$ cat src/rtl/tlk2711_rd_cmd_arb.sv
`default_nettype none
// ============================================================================
// Module  : tlk2711_rd_cmd_arb
// Brief   : Round-robin arbiter sharing one DMA read-command port among
//           CH_NUM TLK2711 TX channels, one command outstanding at a time.
// Revision: 1.0 - initial release
// ============================================================================
module tlk2711_rd_cmd_arb #(
  parameter int CH_NUM      = 4,
  parameter int ADDR_WIDTH  = 48,
  parameter int DLEN_WIDTH  = 16,
  parameter int TIMEOUT_CYC = 65535
) (
  input  logic                                  clk,
  input  logic                                  rst,
  input  logic                                  i_soft_rst,
  input  logic [CH_NUM-1:0]                     i_ch_en,
  input  logic [CH_NUM-1:0]                     i_ch_cmd_req,
  input  logic [CH_NUM*(DLEN_WIDTH+ADDR_WIDTH)-1:0] i_ch_cmd_data,
  output logic [CH_NUM-1:0]                     o_ch_cmd_ack,
  output logic [CH_NUM-1:0]                     o_ch_done,
  output logic [CH_NUM-1:0]                     o_ch_sel,
  output logic                                  o_cmd_req,
  output logic [DLEN_WIDTH+ADDR_WIDTH-1:0]      o_cmd_data,
  input  logic                                  i_cmd_ack,
  input  logic                                  i_done,
  output logic                                  o_timeout,
  output logic [31:0]                           o_cmd_cnt
);

  localparam int          CW        = DLEN_WIDTH + ADDR_WIDTH;
  localparam int          PW        = $clog2(CH_NUM);
  localparam logic [31:0] c_TO_LAST = 32'(TIMEOUT_CYC - 1);

  typedef enum logic [1:0] {
    ST_IDLE  = 2'd0,
    ST_ISSUE = 2'd1,
    ST_WAIT  = 2'd2
  } state_t;

  state_t              r_state;
  logic [PW-1:0]       r_ptr;
  logic [PW-1:0]       r_gidx;
  logic [CH_NUM-1:0]   r_ch_sel;
  logic [CW-1:0]       r_cmd_data;
  logic [31:0]         r_cmd_cnt;
  logic [31:0]         r_wd;

  logic [CH_NUM-1:0]   w_elig;
  logic [CH_NUM-1:0]   w_gnt;
  logic [2*CH_NUM-1:0] w_dbl;
  logic [PW:0]         w_sum;
  logic [PW-1:0]       w_gidx;
  logic                w_found;
  logic [CW-1:0]       w_word;
  logic [PW-1:0]       w_ptr_nxt;
  logic                w_to;

  // Rotate eligibility by ptr; the lowest rotated offset wins, so iterate downward.
  always_comb begin
    w_elig  = i_ch_cmd_req & i_ch_en;
    w_dbl   = {w_elig, w_elig} >> r_ptr;
    w_found = 1'b0;
    w_gidx  = '0;
    w_gnt   = '0;
    w_sum   = '0;
    for (int i = CH_NUM - 1; i >= 0; i--) begin
      if (w_dbl[i]) begin
        w_sum = {1'b0, r_ptr} + (PW+1)'(i);
        if (w_sum >= (PW+1)'(CH_NUM)) begin
          w_sum = w_sum - (PW+1)'(CH_NUM);
        end
        w_found = 1'b1;
        w_gidx  = w_sum[PW-1:0];
        w_gnt   = CH_NUM'(1) << w_sum;
      end
    end
    w_word = '0;
    for (int k = 0; k < CH_NUM; k++) begin
      if (w_gnt[k]) begin
        w_word = w_word | i_ch_cmd_data[k*CW +: CW];
      end
    end
  end

  assign w_ptr_nxt = (r_gidx == PW'(CH_NUM - 1)) ? '0 : r_gidx + PW'(1);

  // A done in the same cycle as the watchdog expiry wins over the timeout.
  assign w_to = (TIMEOUT_CYC != 0) && (r_state == ST_WAIT) && (r_wd == c_TO_LAST)
                && !i_done && !i_soft_rst;

  assign o_cmd_req    = (r_state == ST_ISSUE);
  assign o_cmd_data   = r_cmd_data;
  assign o_ch_sel     = r_ch_sel;
  assign o_cmd_cnt    = r_cmd_cnt;
  assign o_timeout    = w_to;
  assign o_ch_cmd_ack = ((r_state == ST_ISSUE) && i_cmd_ack && !i_soft_rst) ? r_ch_sel : '0;
  assign o_ch_done    = ((r_state == ST_WAIT) && i_done && !i_soft_rst) ? r_ch_sel : '0;

  always_ff @(posedge clk or negedge rst) begin
    if (!rst) begin
      r_state    <= ST_IDLE;
      r_ptr      <= '0;
      r_gidx     <= '0;
      r_ch_sel   <= '0;
      r_cmd_data <= '0;
      r_cmd_cnt  <= '0;
      r_wd       <= '0;
    end else if (i_soft_rst) begin
      r_state  <= ST_IDLE;
      r_ptr    <= '0;
      r_ch_sel <= '0;
      r_wd     <= '0;
    end else begin
      case (r_state)
        ST_IDLE: begin
          if (w_found) begin
            r_cmd_data <= w_word;
            r_ch_sel   <= w_gnt;
            r_gidx     <= w_gidx;
            r_state    <= ST_ISSUE;
          end
        end
        ST_ISSUE: begin
          if (i_cmd_ack) begin
            r_state   <= ST_WAIT;
            r_ptr     <= w_ptr_nxt;
            r_cmd_cnt <= r_cmd_cnt + 32'd1;
            r_wd      <= '0;
          end
        end
        ST_WAIT: begin
          if (i_done || w_to) begin
            r_state  <= ST_IDLE;
            r_ch_sel <= '0;
          end else begin
            r_wd <= r_wd + 32'd1;
          end
        end
        default: begin
          r_state  <= ST_IDLE;
          r_ch_sel <= '0;
        end
      endcase
    end
  end

endmodule
`default_nettype wire

$ cat config.mk
export PLATFORM = sky130hd
export DESIGN_NAME = tlk2711_rd_cmd_arb
export DESIGN_NICKNAME = d
export VERILOG_FILES = /design/src/rtl/tlk2711_rd_cmd_arb.sv
export SDC_FILE = /design/constraint.sdc
export NUM_CORES = 1
export LEC_CHECK = 0
export CAP_MARGIN = 0
export CORE_AREA = 2 2 147 149
export DETAILED_ROUTE_END_ITERATION = 12
export DIE_AREA = 0 0 149 151
export PLACE_DENSITY = 0.74
export SETUP_SLACK_MARGIN = 0.3
export SYNTH_ARGS = -nofsm -noshare
export SYNTH_HDL_FRONTEND = slang
export SYNTH_SLANG_ARGS = --single-unit
$ cat constraint.sdc
create_clock -name clk -period 3.7 [get_ports clk]
set_input_delay 0.925 -clock clk [delete_from_list [all_inputs] [get_ports clk]]
set_output_delay 0.925 -clock clk [all_outputs]
set_load 0.02 [all_outputs]
==> impl_metrics.csv, run 1 <==
group,metric,value,unit
layout,post-route-cell-area,0.0123,mm2
sta,whs,478,ps
cts,cts-htree-levels,4,
yosys,yosys-top-cells-count,"dfrtp_1 (138), a22oi_1 (119), nor2_1 (111), a31oi_1 (64), nand2_1 (40)",
worst_hold_path,timing.hold.worst.class,"reg -> reg",
global_route,grt_pass1_vias,7562,
worst_setup_path,crit_slowest_cell,"clkdlybuf4s50_1",
floorplan,start_util,36.4,%
layout,nFillCells,1863,
drt,first_iter_violations,409,
pwr,switching_share,36.9,%
status,status,"finished clean",
yosys,synth_edf_count,0,
sta,relSlewSlack,45.8,%
layout,nets,1435,
yosys,synth_top_area_share,45.5,%
drt,wirelength,29000,um
run,drv_cap,0,
cts,path_clk_slew,60,ps
placed_design,port_buffers,378,
layout,final-seq-area,0.00345,mm2
global_route,grt_antenna_before_repair,0,
pwr,p_int,0.00405,W
floorplan,dieWidth,149,um
cts,cts_buffers,17,
drt,via_per_inst,5.42,
worst_setup_path,crit_type,"in -> out",
sta,slew_violations,0,
floorplan,row_count,53,
pwr,clock_power_share,24.4,%
sta,setup_slack,345,ps
floorplan,coreArea,0.0208,mm2
layout,multi_input_area,0.00384,mm2
pwr,cellLeakagePower,4.91,nW
floorplan,die_h,151,um
sta,hold_viol,0,
drt,ant_nets,0,
yosys,synth-main-ff-cell,"dfrtp_1",
pwr,combPwrFrac,43.5,%
worst_setup_path,cp_max_fo,13,
floorplan,num_io_pins,379,
worst_setup_path,crit_chain,"clkdlybuf4s50_1, buf_4, and4bb_2, and2_1, dlygate4sd2_1",
worst_setup_path,start_kind,"input pin",
yosys,syn_nets,1069,
floorplan,die-area,0.0225,mm2
layout,syn2layout_area_growth,62.6,%
global_route,gr-usage-all-layers,24.7,%
pwr,p_seq_share,32.0,%
placed_design,pre_cts_ws,-170,ps
cts,cts_tree,"done",
layout,drive_gt1_share,8.03,%
worst_hold_path,holdPathStages,1,
pwr,ir_drop,0.000318,V
yosys,yosysTopAreaCell,"dfrtp_1",
worst_setup_path,required,2770,ps
sta,max_freq,298,MHz
worst_setup_path,cp.arrival,2430,ps
placed_design,dpl_cell_area,0.0118,mm2
global_route,grt_max_degree,69,
cts,clockBufferDepth,2,
drt,wl_per_cell,20.0,um
yosys,synth.distinct_cells,57,
sta,fin_worst_skew,11.8,ps
yosys,avgSynthCellArea,9.58,um2
layout,fin_util,59.3,%
yosys,yosysMostFrequentCell,"dfrtp_1",
yosys,syn_inst,792,
placed_design,gp_congestion,0.843,
yosys,ys.warnings.count,0,
pwr,switchingPower,0.00237,W
sta,setup_viol_count_final,0,
yosys,synth_seq_cells,138,
yosys,synthTopCellsByArea,"dfrtp_1 (46%), a22oi_1 (12%), nor2_1 (5.5%)",
worst_setup_path,reg2reg_depth,7,
pwr,p_per_area,520,mW/mm2
cts,cts.sinks,138,
cts,clock_latency,420,ps
cts,clockRootBuffer,"clkbuf_16",
sta,fin_crit,3360,ps
yosys,synthArstFlopShare,100,%
sta,fin_crit_sh,90.7,%
yosys,synthesis.area,0.00759,mm2
global_route,grt_pass1_wl,42600,um
sta,rsz0062_at_grt,"false",
drt,firstDrtPassIters,6,
drt,drc,0,
global_route,overflow,0,
yosys,seq_area_frac_synth,45.5,%
worst_setup_path,worstSetupEndpointType,"output port",
drt,vias,7844,
cts,ctsHoldBuffers,0,
placed_design,place_hpwl,22100,um
sta,worst_pin_slew,813,ps
worst_setup_path,slowest_delay,450,ps
[what timing repair did]
action                                  4_1_cts  5_1_grt
endpoints found under the setup margin        9        7
pin swaps                                     0        3
buffers inserted                              0        0
resized for setup                            18       10
[metrics by stage]
step / TNS [ps] / power (W) / std cells
2_1_floorplan: 0 / 0.00344 / 792
3_3_place_gp: -399 / 0.00484 / 1414
3_5_place_dp: -396 / 0.00489 / 1414
4_1_cts: 0 / 0.00647 / 1446
5_1_grt: 0 / 0.00675 / 1446
6_report: 0 / 0.00642 / 1447
[layout by cell type, fill, tap and decap left out, drive strengths merged, types with 16 or more instances in the layout]
master         Yosys  final
clkdlybuf4s50      0    368
nand2             40     40
and2              18     18
a22oi            128    128
buf               34     32
xnor2             24     24
dfrtp            138    138
nand4             20     20
nand3             19     19
xor2              31     31
nor2             111    111
and3              16     16
a31oi             64     64
clkbuf            26     21
o21ai             20     20
[critical path, delay by kind of cell]
family                 cells  cell delay, ps
and+or+nand+nor            2             530
buffers and inverters      3             980
[state kept, by name, indices dropped and copies added, names as in the netlist]
name,count
o_ch_sel,4
o_cmd_cnt,32
o_cmd_data,64
r_gidx,2
r_ptr,2
r_state,2
r_wd,32
[routing by layer]
layer / global-route usage (%) / vias to the layer above / share of wire [%]
li1: - / 3697 / -
met1: 31.3 / 3794 / 40
met4: 7.71 / 0 / 1.8
met3: 6.36 / 32 / 8.4
met5: 0 / - / 0
met2: 41.6 / 321 / 50
[area by class of cell]
type / instances / share of cell area [%]
clock inverter: 13 / 0.781
antenna: 1 / 0.0203
clock buffer: 19 / 3.59
multi-input combinational: 587 / 31.1
inverter: 7 / 0.213
timing repair buffer: 407 / 33.5
sequential: 138 / 28.0
tap: 275 / 2.79
[worst paths after layout]
check	from	end	slack, ps
worst max-delay path	i_soft_rst	o_ch_cmd_ack[3]	340
worst min-delay path	o_cmd_cnt[31]$_DFFE_PN0P_	o_cmd_cnt[31]$_DFFE_PN0P_	480
worst max register to register	r_wd[6]$_DFFE_PN0P_	r_wd[31]$_DFFE_PN0P_	1120
worst min register to register	o_cmd_cnt[31]$_DFFE_PN0P_	o_cmd_cnt[31]$_DFFE_PN0P_	480
max in group asynchronous	rst	o_cmd_data[58]$_DFFE_PN0P_	2450
min in group asynchronous	rst	r_wd[21]$_DFFE_PN0P_	500
[power by group through the flow]
stage                     Combinational (W)  Sequential (W)  Clock [W]
after global routing                0.00298         0.00210    0.00167
after global placement              0.00278         0.00207          0
after detailed placement            0.00280         0.00208          0
final                               0.00280         0.00206    0.00157
after floorplan                    0.000989         0.00245          0
after CTS                           0.00281         0.00206    0.00160
[logic make-up after synthesis]
kind of cell | count (synthesis) | share of synthesized area [%]
XOR/XNOR | 55 | 6.35
flip-flops | 138 | 45.5
adder cells (fa/ha/maj) | 8 | 1.32
multiplexers | 8 | 1.42
AO/OA/AOI/OAI | 252 | 23.8
AND/OR/NAND/NOR | 264 | 17.0
buffers and inverters | 67 | 4.62
(Power assumes the default switching activity.)
==> run 2: changes to the inputs <==
ABC_CLOCK_PERIOD_IN_PS = 3700   (was default)
==> results of run 2 <==
No change in the layout: final DEF, timing and power equal those of run 1.
==> RTL edit 1 (settings of run 2) <==
Re-encode `state_t` (3 states) as one-hot, 3 bits wide.
--- a/src/rtl/tlk2711_rd_cmd_arb.sv
+++ b/src/rtl/tlk2711_rd_cmd_arb.sv
@@ -32,10 +32,10 @@
   localparam int          PW        = $clog2(CH_NUM);
   localparam logic [31:0] c_TO_LAST = 32'(TIMEOUT_CYC - 1);
 
-  typedef enum logic [1:0] {
-    ST_IDLE  = 2'd0,
-    ST_ISSUE = 2'd1,
-    ST_WAIT  = 2'd2
+  typedef enum logic [2:0] {
+    ST_IDLE  = 3'b001,
+    ST_ISSUE = 3'b010,
+    ST_WAIT  = 3'b100
   } state_t;
 
   state_t              r_state;
Formal check against the unedited RTL: same outputs for any inputs over 4 cycles, from zero or initial values and one cycle with rst low; so few cycles prove little.
==> RTL edit 1 against run 2 <==
- clock power grew 5%
- global-route usage rose by 1.9 points
- setup slack improved by 0.042 ns
- wire length grew 5.1%
- critical path depth did not move
- area after synthesis is 1.8% higher
- sequential power increased by 7%
- cell area rose by 1.8%
- power up 8.2%
- utilization grew 1.1 points
- sequential cell count increased by 1
==> RTL edit 1: results (changes against run 2) <==
CTS
  – CTS max path bufs: 2 (unchanged)
  – Clock latency on the worst-skew pair: 0.42 ns (about the same)
  – Total CTS buffers: 17 (unchanged)
  – Root buf cell: clkbuf_16
  – Clock transition at the registers of the reported paths: 0.06 ns (about the same)

Global route
  – Met1 usage: 0.326 (+0.0129)
  – Largest net degree at the start of global routing: 67 (-2.9%)
  – Gr usage total: 0.267 (+0.0194)
  – GR Layer Usage met2: 0.472 (+0.0558)
  – Vias in the first global route: 7915 (+4.7%)
  – Grt met3 use: 0.0521 (-0.0114)
  – Global-route wire length before repair: 45.2 mm (+6.1%)

Cells and area
  – Share of cells above drive strength 1: 0.0822 (+0.00195)
  – Max FFs per register: 64 (unchanged)
  – Filler cell count: 1814 (-2.6%)

Worst hold path
  – Min-Delay Path Class: register to register
  – Worst Hold End: o_cmd_cnt[31]
  – Hold Path Depth: 1 (unchanged)
  – Hold wc startpoint: o_cmd_cnt[31]

Critical path
  – CP Data Arrival Time: 2.39 ns (-0.04 ns)
  – Flop-to-flop setup slack: 0.93 ns (-0.19 ns)
  – FF-to-FF Start: r_wd[27]
  – Slowest stage delay, CP: 0.47 ns (+0.02 ns)
  – FF-to-FF path depth: 8 (+1)
  – Family with the most delay on the worst path: simple AND/OR/NAND/NOR gates
  – Worst-path fanout max: 2 (-11)
  – R2r endpoint: r_wd[30]

STA
  – Peak Freq: 0.302 GHz (+1.3%)
  – Max transition margin: 0.546 (+0.0884)
  – Clock skew: 0.0110 ns (-0.000822 ns)
  – Fin Hold WS: 0.474 ns (-0.00398 ns)

Drt
  – Uppermost layer routed: met4
  – Routed length on met3: 1.97 mm (-19%)
  – Wire per inst: 20.6 µm (+2.8%)
  – Drt first pass iters: 5 (-1)
  – Met1 WL: 11.9 mm (+2.6%)
  – DR iter-0 viols: 566 (+38%)
  – Final WL: 30.5 mm (+5.1%)
  – Met2 wire len: 15.8 mm (+9.8%)
  – DR vias/cell: 5.51 (+1.6%)

Synth
  – Syn_nets: 1092 (+2.2%)
  – Top cells by area, synth: dfrtp_1 (45%), a22oi_1 (12%), a31oi_1 (5.3%)
  – Syn avg cell area: 9.48 µm² (-1.1%)
  – Async SR Flop Fraction: 1.00 (unchanged)
  – Yosys warning total: 0 (unchanged)
  – Sequential-to-total area share from yosys stat: 0.451 (-0.00463)
  – Netlist cell types: 60 (+5.3%)
  – Synth top cells by count: dfrtp_1 (138), a22oi_1 (128), nor2_1 (88), a31oi_1 (65), nand2_1 (38)

Power and ir drop
  – VDD IR max: 0.000302 V (-5.0%)
  – P_leak: 4.89 nW (-0.36%)

Placed design
  – Pre-CTS setup slack: -0.249 ns (-0.0788 ns)
  – Port Buf Inserts: 378 (unchanged)
  – Placed instance area: 12000 µm² (+1.5%)
  – # placed instances: 1444 (+2.1%)
  – Post-DP HPWL: 23.8 mm (+7.9%)
  – Placer's final routability congestion estimate: 0.931 (+11%)

Run status
  – Status: completed
## RTL edit 1: what timing repair did
item                                    CTS  global route
setup buffers                             0             3
resized for setup                        10            14
pin swaps                                 0             4
endpoints found under the setup margin    9            25
## RTL edit 1: worst register-to-register path, cell delays in order, from the launching register on
cell and delay, ns:
dfrtp_1 0.42, nor4_1 0.41, nand4_1 0.25, buf_4 0.20, or4b_1 0.73, a31oi_4 0.29, buf_4 0.17, or3_1 0.13
a21oi_2 0.05
## RTL edit 1: kinds of logic after synthesis
| logic type | count (synthesis) | share of synthesized area |
|---|---|---|
| xor gates and xnor gates | 42 | 0.0476 |
| AOI/OAI and AO/OA | 280 | 0.256 |
| muxes | 4 | 0.00697 |
| buffers and inverters | 68 | 0.0408 |
| DFF | 139 | 0.451 |
| and+or+nand+nor | 274 | 0.185 |
| adders and majority gates | 8 | 0.0130 |
## RTL edit 1: worst max path at each step
stage / from / endpoint / cells past startpoint
5_1_grt: i_soft_rst / o_timeout / 5
3_3_place_gp: i_soft_rst / o_timeout / 5
2_1_floorplan: i_soft_rst / o_timeout / 4
6_report: i_soft_rst / o_timeout / 5
3_5_place_dp: i_soft_rst / o_timeout / 5
4_1_cts: i_soft_rst / o_timeout / 5
## RTL edit 1: report_power, final
part | switching, mW | internal, mW | total, mW
sequential | 0.294 | 1.90 | 2.20
clock | 0.711 | 0.939 | 1.65
combinational | 1.69 | 1.41 | 3.11
## RTL edit 1: layout make-up
type | instances | area (µm²) | area share
clock inverters | 14 | 135 | 0.0108
inverters | 12 | 45.0 | 0.00358
repair buffers | 413 | 4120 | 0.328
multi-input cells | 608 | 4010 | 0.319
clock buffers | 18 | 429 | 0.0342
flip-flops and latches | 139 | 3480 | 0.277
well taps | 275 | 344 | 0.0274
diodes | 1 | 2.50 | 0.000199
==> RTL edit 2 (config.mk and constraints of run 2) <==
Made on the original files. `CH_NUM`: 4 -> 2.
--- a/src/rtl/tlk2711_rd_cmd_arb.sv
+++ b/src/rtl/tlk2711_rd_cmd_arb.sv
@@ -6,7 +6,7 @@
 // Revision: 1.0 - initial release
 // ============================================================================
 module tlk2711_rd_cmd_arb #(
-  parameter int CH_NUM      = 4,
+  parameter int CH_NUM      = 2,
   parameter int ADDR_WIDTH  = 48,
   parameter int DLEN_WIDTH  = 16,
   parameter int TIMEOUT_CYC = 65535
Ports: changed (6 resized); port bits go from 379 to 241. No check against the original RTL was run, so the function may have changed too.
==> RTL edit 2 against run 2 <==
- register-to-register slack better by 0.26 ns
- highest routed layer unchanged
- sequential cell count is 4 lower
- count of clock-buffer cells in the layout is 1 lower
- wire length is 38% lower
- area after synthesis is 19% lower
- setup slack better by 0.10 ns
- critical path depth is 1 higher
- critical endpoint is now o_timeout
- cell area is 23% lower
Power is not compared: it rests on default switching activity, and its combinational part moved more than twofold at a synthesized area within 25%.
==> RTL edit 2: results (changes against run 2) <==
Run status
  – Status: completed

Synth
  – Netlist cell types: 51 (-11%)
  – Synth top cells by count: dfrtp_1 (134), inv_1 (71), a222oi_1 (63), xnor2_1 (41), nor2_1 (39)
  – Async SR Flop Fraction: 1.00 (unchanged)
  – Syn Inst Count: 567 (-28%)
  – Top cells by area, synth: dfrtp_1 (55%), a222oi_1 (10%), xnor2_1 (5.9%)
  – Sequential-to-total area share from yosys stat: 0.548 (+0.0930)
  – Yosys warning total: 0 (unchanged)
  – Syn_nets: 707 (-34%)

STA
  – Clock skew: 0.00972 ns (-0.00208 ns)
  – Max transition margin: 0.521 (+0.0629)
  – Period utilization: 0.879 (-0.0279)

Global route
  – Largest net degree at the start of global routing: 68 (-1.4%)
  – Global-route wire length before repair: 28.7 mm (-33%)
  – Initial antenna violation count: 0 (unchanged)
  – Gr usage total: 0.161 (-0.0867)
  – Vias in the first global route: 5471 (-28%)

Placed design
  – Placer's final routability congestion estimate: 0.759 (-9.9%)
  – Pre-CTS setup slack: 0.162 ns (+0.332 ns)
  – Post-DP HPWL: 13.0 mm (-41%)
  – Port Buf Inserts: 240 (-37%)

Cells and area
  – Non-Filler Instances: 1097 (-24%)
  – Fin nets: 949 (-34%)
  – Inserted Diodes: 0 (-1)
  – Share of cells above drive strength 1: 0.0754 (-0.00485)
  – Max FFs per register: 64 (unchanged)

CTS
  – Total CTS buffers: 17 (unchanged)
  – Clock transition at the registers of the reported paths: 0.06 ns (about the same)
  – H-tree level count: 4 (unchanged)
  – Clock latency on the worst-skew pair: 0.41 ns
  – Post-CTS Setup Inserts: 0 (unchanged)
  – CTS max path bufs: 2 (unchanged)
  – Root buf cell: clkbuf_16

Drt
  – Drt first pass iters: 12 (+6)
  – DR iter-0 viols: 513 (+25%)
  – Vias: 5448 (-31%)
  – ANT nets after route: 0 (unchanged)
  – Wire per inst: 16.3 µm (-18%)

Critical path
  – CP endpoint: o_timeout
  – Worst setup startpoint: i_soft_rst
  – Flop-to-flop setup slack: 1.38 ns (+0.26 ns)
  – FF-to-FF path depth: 6 (-1)
  – Worst-path fanout max: 3 (-10)
  – CP Data Arrival Time: 2.33 ns (-0.10 ns)
  – FF-to-FF Start: r_state[0]
  – R2r endpoint: r_wd[7]

Power and ir drop
  – P_leak: 4.27 nW
  – VDD IR max: 0.000294 V

Worst hold path
  – Min-Delay Path Class: register to register
  – Hold Path Depth: 1 (unchanged)
## RTL edit 2: cell count changes after synthesis, moves of 9 or more
cell / change
a222oi_1: +63
a22oi_1: -118
a22oi_2: -9
a31oi_1: -62
and2_1: -12
buf_2: -16
inv_1: +64
nand3_1: +10
nor2_1: -72
o21ai_0: -11
xnor2_1: +17
xor2_1: -19
## RTL edit 2: kinds of logic after synthesis
| group | share of synthesized area |
|---|---|
| simple gates | 0.164 |
| buf+inv | 0.0657 |
| compound gates | 0.135 |
| xor+xnor | 0.0759 |
| fa+ha+maj | 0.00614 |
| mux | 0.00511 |
| flops | 0.548 |
## RTL edit 2: layout make-up
cell class / count / area (µm²)
clock buffers: 18 / 439
clock inverters: 14 / 174
fillers: 1978 / 11300
inverters: 71 / 267
multi-input cells: 331 / 2370
flip-flops and latches: 134 / 3350
well taps: 275 / 344
repair buffers: 254 / 2550
## RTL edit 2: worst min path at each step
stage	start	endpoint	slack, ns
after CTS	r_gidx	r_gidx	0.47
after floorplan	r_gidx	r_ptr	0.44
after global placement	r_gidx	r_gidx	0.46
final	r_gidx	r_gidx	0.47
after detailed placement	r_gidx	r_gidx	0.46
after global routing	r_gidx	r_gidx	0.49
## RTL edit 2: metal layers
| metal | global-route usage | wire length (µm) |
|---|---|---|
| met3 | 0.0503 | 1390 |
| met1 | 0.204 | 7330 |
| met4 | 0.0562 | 365 |
| met5 | 0 | 0 |
| met2 | 0.260 | 8850 |
## RTL edit 2: stage by stage
step	power, mW	instance area (µm²)	utilization
finish	4.71	9490	0.456
global route	4.94	9490	0.456
CTS	4.77	9490	0.456
detailed placement	2.98	8880	0.426
global placement	2.96	8880	0.426
floorplan	2.30	6120	-
## RTL edit 2: worst max-delay path, stage by stage
cell and delay (ns):
clkdlybuf4s50_1 0.44, nor3b_2 0.20, and4_1 0.26, nand3_1 0.11, inv_1 0.07, dlygate4sd2_1 0.32
## RTL edit 2: timing repair
item	in CTS	in global routing
hold buffers	0	0
gates resized for setup	3	2
setup endpoints to repair	3	2
## RTL edit 2: where the power goes
| group | leakage (nW) | switching [mW] | internal, mW | total [mW] |
|---|---|---|---|---|
| clock network | 0.290 | 0.680 | 1.09 | 1.77 |
| registers | 1.76 | 0.129 | 1.66 | 1.78 |
| logic | 2.22 | 0.551 | 0.611 | 1.16 |
